==> config.mk <==
export PLATFORM = sky130hd
export DESIGN_NAME = uart_transmitter
export DESIGN_NICKNAME = d
export VERILOG_FILES = /design/src/rtl/uart_pkg.sv /design/src/rtl/uart_baud_counter.sv /design/src/rtl/uart_transmitter.sv
export SDC_FILE = /design/constraint.sdc
export NUM_CORES = 1
export LEC_CHECK = 0
export ABC_CLOCK_PERIOD_IN_PS = 2300
export CAP_MARGIN = 20
export CORE_UTILIZATION = 55
export CTS_CLUSTER_SIZE = 10
export DETAILED_ROUTE_END_ITERATION = 7
export PLACE_DENSITY = 0.78
export SLEW_MARGIN = 30
export SYNTH_ARGS = -nofsm -noshare
export SYNTH_HDL_FRONTEND = slang
export SYNTH_SLANG_ARGS = --single-unit
==> constraint.sdc <==
create_clock -name clk -period 2.3 [get_ports clk]
set_input_delay 0.46 -clock clk [delete_from_list [all_inputs] [get_ports clk]]
set_output_delay 0.46 -clock clk [all_outputs]
set_load 0.01 [all_outputs]
==> src/rtl/uart_pkg.sv <==
// Shared UART definitions used by the transmitter (and the matching receiver).
package uart_pkg;

  localparam int UART_DATA_BITS = 8;

  typedef enum logic [2:0] {
    IDLE,
    START,
    DATA,
    PARITY,
    STOP
  } uart_tx_state_t;

  // Even parity: the parity bit makes the total count of ones even.
  function automatic logic uart_even_parity(input logic [7:0] d);
    return ^d;
  endfunction

endpackage

==> src/rtl/uart_baud_counter.sv <==
// Bit-period counter: counts 0..CYCLES_PER_BIT-1 and flags the last cycle of
// each bit. Held at zero while clear is asserted.
module uart_baud_counter #(
  parameter int unsigned CYCLES_PER_BIT = 4
) (
  input  logic clk,
  input  logic nRst,
  input  logic clear,
  output logic bit_end
);

  localparam logic [15:0] LAST = 16'(CYCLES_PER_BIT - 1);

  logic [15:0] cnt_q, cnt_d;

  assign bit_end = ~clear & (cnt_q == LAST);

  // Next count: wrap on the last cycle of a bit, zero while cleared.
  always_comb begin
    cnt_d = cnt_q + 16'd1;
    if (clear || (cnt_q == LAST)) cnt_d = '0;
  end

  // Count register with synchronous reset.
  always_ff @(posedge clk) begin
    if (!nRst) cnt_q <= '0;
    else       cnt_q <= cnt_d;
  end

endmodule

==> src/rtl/uart_transmitter.sv <==
// UART transmitter: one byte per valid/ready handshake, sent as
// start(0), 8 data bits LSB first, optional even parity, stop(1).
// Define UART_TX_PARITY_EN for an 8E1 frame; otherwise the frame is 8N1.
// Tx is registered from the next-state value, so it changes the cycle after
// the decision that drives it (e.g. Tx falls the cycle after accept).
module uart_transmitter
  import uart_pkg::*;
#(
  parameter int unsigned BAUD_RATE      = 9600,
  parameter int unsigned CLOCK_FREQ     = 50000000,
  parameter int unsigned CYCLES_PER_BIT = CLOCK_FREQ / BAUD_RATE
) (
  input  logic       clk,
  input  logic       nRst,
  input  logic       enable,
  input  logic [7:0] data_in,
  input  logic       data_valid,
  output logic       data_ready,
  output logic       Tx,
  output logic       busy,
  output logic       tx_done
);

  uart_tx_state_t              state_q, state_d;
  logic [UART_DATA_BITS-1:0]   shift_q, shift_d;
  logic [2:0]                  idx_q, idx_d;
  logic                        tx_q, tx_d;
  logic                        done_q, done_d;
`ifdef UART_TX_PARITY_EN
  logic                        par_q, par_d;
`endif
  logic                        bit_end;
  logic                        accept;
  logic                        clear;

  assign data_ready = enable & (state_q == IDLE);
  assign accept     = data_valid & data_ready;
  assign busy       = (state_q != IDLE);
  assign Tx         = tx_q;
  assign tx_done    = done_q;
  // Counter idles at zero so the first START cycle is count 0; an abort also
  // zeroes it so a following frame starts clean.
  assign clear      = (state_q == IDLE) | ~enable;

  uart_baud_counter #(.CYCLES_PER_BIT(CYCLES_PER_BIT)) u_baud (
    .clk     (clk),
    .nRst    (nRst),
    .clear   (clear),
    .bit_end (bit_end)
  );

  // Next-state, datapath and registered-Tx source.
  always_comb begin
    state_d = state_q;
    shift_d = shift_q;
    idx_d   = idx_q;
    done_d  = 1'b0;
`ifdef UART_TX_PARITY_EN
    par_d   = par_q;
`endif
    case (state_q)
      IDLE: if (accept) begin
        shift_d = data_in;
        idx_d   = '0;
`ifdef UART_TX_PARITY_EN
        par_d   = uart_even_parity(data_in);
`endif
        state_d = START;
      end
      START: if (bit_end) begin
        idx_d   = '0;
        state_d = DATA;
      end
      DATA: if (bit_end) begin
        shift_d = shift_q >> 1;
        idx_d   = idx_q + 3'd1;
        if (idx_q == 3'(UART_DATA_BITS - 1)) begin
`ifdef UART_TX_PARITY_EN
          state_d = PARITY;
`else
          state_d = STOP;
`endif
        end
      end
      PARITY: if (bit_end) state_d = STOP;
      STOP: if (bit_end) begin
        state_d = IDLE;
        done_d  = 1'b1;
      end
      default: state_d = IDLE;
    endcase

    // Disable aborts immediately: byte dropped, no completion pulse.
    if (!enable) begin
      state_d = IDLE;
      done_d  = 1'b0;
    end

    case (state_d)
      START:   tx_d = 1'b0;
      DATA:    tx_d = shift_d[0];
`ifdef UART_TX_PARITY_EN
      PARITY:  tx_d = par_q;
`endif
      default: tx_d = 1'b1;
    endcase
  end

  // State and datapath registers, synchronous active-low reset.
  always_ff @(posedge clk) begin
    if (!nRst) begin
      state_q <= IDLE;
      shift_q <= '0;
      idx_q   <= '0;
      tx_q    <= 1'b1;
      done_q  <= 1'b0;
`ifdef UART_TX_PARITY_EN
      par_q   <= 1'b0;
`endif
    end else begin
      state_q <= state_d;
      shift_q <= shift_d;
      idx_q   <= idx_d;
      tx_q    <= tx_d;
      done_q  <= done_d;
`ifdef UART_TX_PARITY_EN
      par_q   <= par_d;
`endif
    end
  end

endmodule

==> flow_summary.yaml, run 1 <==
outcome:
  status: "completed"
synthesis:
  postSynthAreaPerCell_um2: 9.08
  synth_top_area_share_pct: 42.2
  netlist_top_cells_area: "dfxtp_1 42%, nand2_1 5.2%, nor2_1 5.2%, xor2_1 4.6%, a21boi_0 3.5%"
  ys_ff_latch: 32
  synth_cells: 167
  synth_cell_types: 43
  yosysTopAreaCell: "dfxtp_1"
  synth-seq-area-share_pct: 42.2
  yosys_warnings: 0
  synthesis.nets: 182
  syn_area_um2: 1520
cells_and_area:
  multiInputGateArea_um2: 812
  fill_cells: 199
  n_antenna_cell: 0
  nets: 201
  layout-drive-gt1-share_pct: 11.2
  instances_no_fill: 217
  area.sequential_um2: 641
  syn_to_final_growth_pct: 17.3
setup_path:
  rr_endpoint: "u_baud.cnt_q[15]"
  r2r_setup_slack_ns: 0.44
  path_buf_inv: 2
  crit_path_top_delay_cell: "clkdlybuf4s50_1"
  path_max_fanout: 5
  path_cells: "clkdlybuf4s50_1 -> or2b_2 -> nor3_1 -> dlygate4sd2_1"
  rr_worst_depth: 5
  crit_required_ns: 1.84
  critPathTopFamily: "buffers and inverters"
  path_class: "in -> out"
  cp_slowest_stage_delay_ns: 0.53
  cp-start-kind: "input port"
  cp.arrival_ns: 1.74
  timing.rr.start: "u_baud.cnt_q[0]"
  cp-end-kind: "output port"
global_route:
  grt_max_degree: 17
  antenna_found_initial: 0
  grt_pass1_vias: 1114
  grt_usage_pct: 23.5
  grt_pass1_wl_um: 4780
  overflow: 0
run:
  maxCapViolCount: 0
route:
  via_count: 1247
  drtIter0Drc: 33
  routedWlPerCell_um: 13.6
  antenna_left: 0
  vias_per_cell: 5.75
  drc_errors: 0
  first_pass_iters: 4
  drt-total-wl_um: 2950
sta:
  whs_ns: 0.456
  fin_worst_skew_ns: 0.00868
  finalSetupViolCount: 0
  worst-slew-pin-transition_ns: 0.645
  post-route-period-util_pct: 95.7
  grt_setup_unrepaired: "no"
  fmax_mhz: 454
  slew_violations: 0
  finalCriticalPeriod_ns: 2.20
  hold_viol_final: 0
  maxSlewHeadroom_pct: 56.6
clocking:
  cts_tree: "yes"
  clock_latency_ns: 0.34
  path_clk_slew_ns: 0.09
  clock_path_buffers: 2
  cts_made_buffers: 5
  cts_max_level: 2
  root_buffer: "clkbuf_4"
  cts_num_sinks: 32
die:
  dieArea_um2: 2970
  fp.dieH_um: 54.5
  fp.dieW_um: 54.5
  rows: 18
  coreArea_um2: 2540
  start_util_pct: 59.6
  io_pins: 16
place:
  place_inst: 209
  io_buffers: 15
  gp_congestion: 0.767
  dp.final_hpwl_um: 2130
worst_hold_path:
  whs_endpoint: "u_baud.cnt_q[0]"
  hold_class: "reg -> reg"
  hp-start: "u_baud.cnt_q[0]"
  hold_depth: 1
power:
  p_per_area_nw_per_um2: 630
  p_leak_nw: 0.629
  max-vdd-ir-drop_mv: 0.682
==> layer usage <==
layer | wire length (um) | GRT usage [%] | vias to the layer above
met1 | 1370 | 29.0 | 591
met4 | 54 | 12.0 | 0
met2 | 1360 | 36.0 | 31
li1 | - | - | 618
met3 | 166 | 8.06 | 7
met5 | 0 | 0 | -
==> timing repair <==
action                                  CTS  global route
buffers inserted                          0             0
gates resized for setup                   1             0
hold buffers                              0             0
endpoints found under the setup margin    1             0
==> flip-flops by register name, summed over array words and instances (netlist names) <==
| signal | cells |
|---|---|
| u_baud.cnt_q | 16 |
| state_q | 3 |
| Tx | 1 |
| shift_q | 8 |
| idx_q | 3 |
| tx_done | 1 |
==> synthesized netlist by cell type <==
library cell,number
nand2_1,21
nand2b_1,2
or3_1,2
nor2b_1,2
dfxtp_1,32
nor4b_4,1
nor4bb_1,1
a21o_1,1
ha_1,3
clkbuf_2,1
buf_4,1
clkbuf_1,1
or4_1,1
a22oi_1,7
buf_6,2
a221oi_1,1
a21boi_0,7
buf_2,2
nand4_1,3
a21oi_2,1
and3_2,1
nand3_1,6
inv_1,4
nor3_2,1
and2_1,2
nand4_2,1
and4_2,1
xor2_1,8
o21ai_0,3
nor4b_2,1
a21oi_1,3
nor2_1,21
and3_1,2
mux2i_1,3
nand3b_1,2
or2b_2,1
nor4_1,1
nor3_1,3
nor3b_1,1
and4b_1,1
xnor2_1,6
nor3_4,1
nor4b_1,2
==> worst reg2reg max path, stage by stage, from the launching register on <==
cell and delay [ns]:
dfxtp_1 0.33, ha_1 0.25, and4b_1 0.23, and4_2 0.23
or3_1 0.56, nor2_1 0.19
==> how the worst max path moves through the flow <==
stage	from	endpoint	cells past startpoint	slack [ns]
2_1_floorplan	u_baud.cnt_q[0]	u_baud.cnt_q[11]	7	0.62
3_3_place_gp	enable	data_ready	4	-0.12
3_5_place_dp	enable	data_ready	4	-0.18
4_1_cts	enable	data_ready	4	0.10
5_1_grt	enable	data_ready	4	0.04
6_report	enable	data_ready	4	0.1
==> layout make-up <==
class	count	area share (%)
inverters	4	0.844
clock buffers	7	3.66
clock inverters	1	1.69
multi-input cells	124	45.6
repair buffers	19	10.1
flip-flops and latches	32	36.0
well taps	30	2.11
==> cells in the final DEF (no fill, tap or decap), drive strengths merged, types with 4 or more instances in the layout <==
| master | n |
|---|---|
| clkdlybuf4s50 | 14 |
| buf | 4 |
| a21oi | 4 |
| nand4 | 4 |
| nor4b | 4 |
| dfxtp | 32 |
| nand2 | 21 |
| xnor2 | 6 |
| nand3 | 6 |
| nor3 | 5 |
| a22oi | 7 |
| clkbuf | 7 |
| a21boi | 7 |
| nor2 | 21 |
| inv | 4 |
| xor2 | 8 |
==> per-stage QoR <==
stage          setup TNS [ns]  utilization [%]  instance area (um^2)  setup WS [ns]  total power, mW
2_1_floorplan               0                -                  1520          0.620            0.618
3_3_place_gp           -0.117             66.2                  1690         -0.117            0.650
3_5_place_dp           -0.181             66.2                  1690         -0.181            0.652
4_1_cts                     0             69.9                  1780          0.100             1.13
5_1_grt                     0             69.9                  1780         0.0438             1.15
6_report                    0             69.9                  1780         0.0983             1.12
==> power breakdown <==
part | switching (mW) | leakage, nW | internal, mW
sequential | 0.00655 | 0.259 | 0.563
clock | 0.192 | 0.0515 | 0.289
combinational | 0.0304 | 0.318 | 0.0398
total | 0.229 | 0.629 | 0.891
==> kinds of logic after synthesis <==
kind of cell	share of synthesized area, %
simple gates	30.4
flops	42.2
compound gates	10.6
xor+xnor	8.09
buf+inv	4.21
mux	1.98
fa+ha+maj	2.48
Note: power is estimated with default switching activity, not from simulation.
==> run 2, diff against run 1 <==
Settings changed: CTS_CLUSTER_DIAMETER set to 40.
==> results of run 2 <==
No change in the layout: final DEF, timing and power equal those of run 1.
==> run 3, diff against run 2 <==
Settings changed: CORE_MARGIN set to 2, SKIP_CTS_REPAIR_TIMING set to 1.
==> run 3 against run 2 <==
- power shrank 13%
- first-iteration DRC count down 18%
- design area decreased by 1.2%
- flip-flop and latch count is the same
- routed wire length grew 0.44%
- worst setup slack better by 0.16 ns
- global-route usage shrank 3.8 points
- fmax increased by 7.7%
- clock skew up 0.0016 ns
- critical path type is now reg -> out
- largest cell class unchanged
- largest power group unchanged
- highest routed layer unchanged
==> flow_summary.yaml, run 3 (synthesized netlist as in run 1, its figures left out) <==
cells_and_area:
  layout-drive-gt1-share_pct: 11.7
  syn_to_final_growth_pct: 15.9
  nets: 202
  largest_register_ffs: 16
  n_antenna_cell: 0
  final_cell_mix: "32 x dfxtp_1, 21 x nand2_1, 21 x nor2_1"
  stdcell_area_um2: 1760
  fill_cells: 243
  multiInputGateArea_um2: 812
  top_regs: "u_baud.cnt_q (16), shift_q (8)"
  area.sequential_um2: 641
  final_common_cell: "dfxtp_1"
  max_flop_register: "u_baud.cnt_q"
  fin_util_pct: 65.4
clocking:
  root_buffer: "clkbuf_4"
  cts_made_buffers: 5
  cts_tree: "yes"
  cts_max_level: 2
  clock_path_buffers: 2
  path_clk_slew_ns: 0.10
  clock_latency_ns: 0.33
  cts_num_sinks: 32
route:
  first_pass_iters: 4
  routedWlPerCell_um: 13.5
  drt-total-wl_um: 2960
  via_count: 1214
  antenna_left: 0
  drtIter0Drc: 27
  vias_per_cell: 5.54
  drc_errors: 0
die:
  dieArea_um2: 3190
  coreArea_um2: 2690
  io_pins: 16
  rows: 19
  start_util_pct: 56.5
  fp.dieH_um: 56.5
  fp.dieW_um: 56.5
power:
  finalPower_mw: 0.975
  p_leak_nw: 0.629
  p_per_area_nw_per_um2: 555
  max-vdd-ir-drop_mv: 0.479
place:
  gp_congestion: 0.852
  postPlaceCellArea_um2: 1690
  io_buffers: 15
  dp.final_hpwl_um: 2190
  dp_slack_ns: -0.113
global_route:
  grt_max_degree: 17
  grt_usage_pct: 19.7
  grt_pass1_vias: 1117
  antenna_found_initial: 0
  grt_pass1_wl_um: 4800
  overflow: 0
sta:
  setup_ws_ns: 0.256
  finalSetupViolCount: 0
  whs_ns: 0.450
  post-route-period-util_pct: 88.9
  hold_viol_final: 0
  maxSlewHeadroom_pct: 61.0
  fin_worst_skew_ns: 0.0103
  finalCriticalPeriod_ns: 2.04
  slew_violations: 0
  grt_setup_unrepaired: "no"
  fmax_mhz: 489
  worst-slew-pin-transition_ns: 0.580
setup_path:
  cp-end-kind: "output port"
  path_max_fanout: 10
  cp_slowest_stage_delay_ns: 0.47
  cp-start-kind: "flip-flop"
  cp.arrival_ns: 1.58
  crit_required_ns: 1.84
  path_cells: "nor3_2 -> inv_1 -> clkdlybuf4s50_1"
  path_class: "reg -> out"
  crit_path_top_delay_cell: "clkdlybuf4s50_1"
outcome:
  status: "completed"
worst_hold_path:
  hold_class: "reg -> reg"
run:
  maxCapViolCount: 0
run 3: cell count changes in the layout (fill, tap and decap cells not counted), sizes merged:
cell          previous run  this run
bufinv                   1         0
dlygate4sd2              1         0
dlymetal6s2s             0         1
clkinv                   0         2
buf                      4         5
clkbuf                   7         6
run 3: path summary, 6_finish.rpt:
kind	startpoint	endpoint	slack [ns]	depth (start not counted)
hold reg to reg	u_baud.cnt_q[0]	u_baud.cnt_q[0]	0.45	1
hold / removal	u_baud.cnt_q[0]	u_baud.cnt_q[0]	0.45	1
setup reg to reg	u_baud.cnt_q[0]	u_baud.cnt_q[15]	0.45	5
setup / recovery	state_q[0]	busy	0.26	3
run 3: final cells by class:
type	instances	share of cell area (%)
timing repair buffer	20	10.8
clock inverter	2	0.569
tap	31	2.21
clock buffer	6	2.92
multi-input combinational	124	46.2
sequential	32	36.4
inverter	4	0.854
run 3: layer usage:
layer,vias to the layer above,wire length (um),GRT usage (%)
li1,619,-,-
met1,570,1340,24.0
met2,21,1490,30.9
met3,4,93,5.30
met4,0,36,11.6
met5,-,0,0
run 3: worst max-delay path: cells and delay by family (launching register included):
family	cells	cell delay, ns
buffers and inverters	2	0.53
flip-flops	1	0.42
AND/OR/NAND/NOR	1	0.30
run 3: power by group:
group          internal [mW]  switching, mW
combinational         0.0414         0.0303
clock                  0.145          0.189
sequential             0.563        0.00626
run 3: per-stage QoR:
step | setup TNS, ns | instances
4_1_cts | -0.142 | 219
5_1_grt | 0 | 219
2_1_floorplan | 0 | 167
3_3_place_gp | -0.129 | 211
3_5_place_dp | -0.113 | 211
6_report | 0 | 219
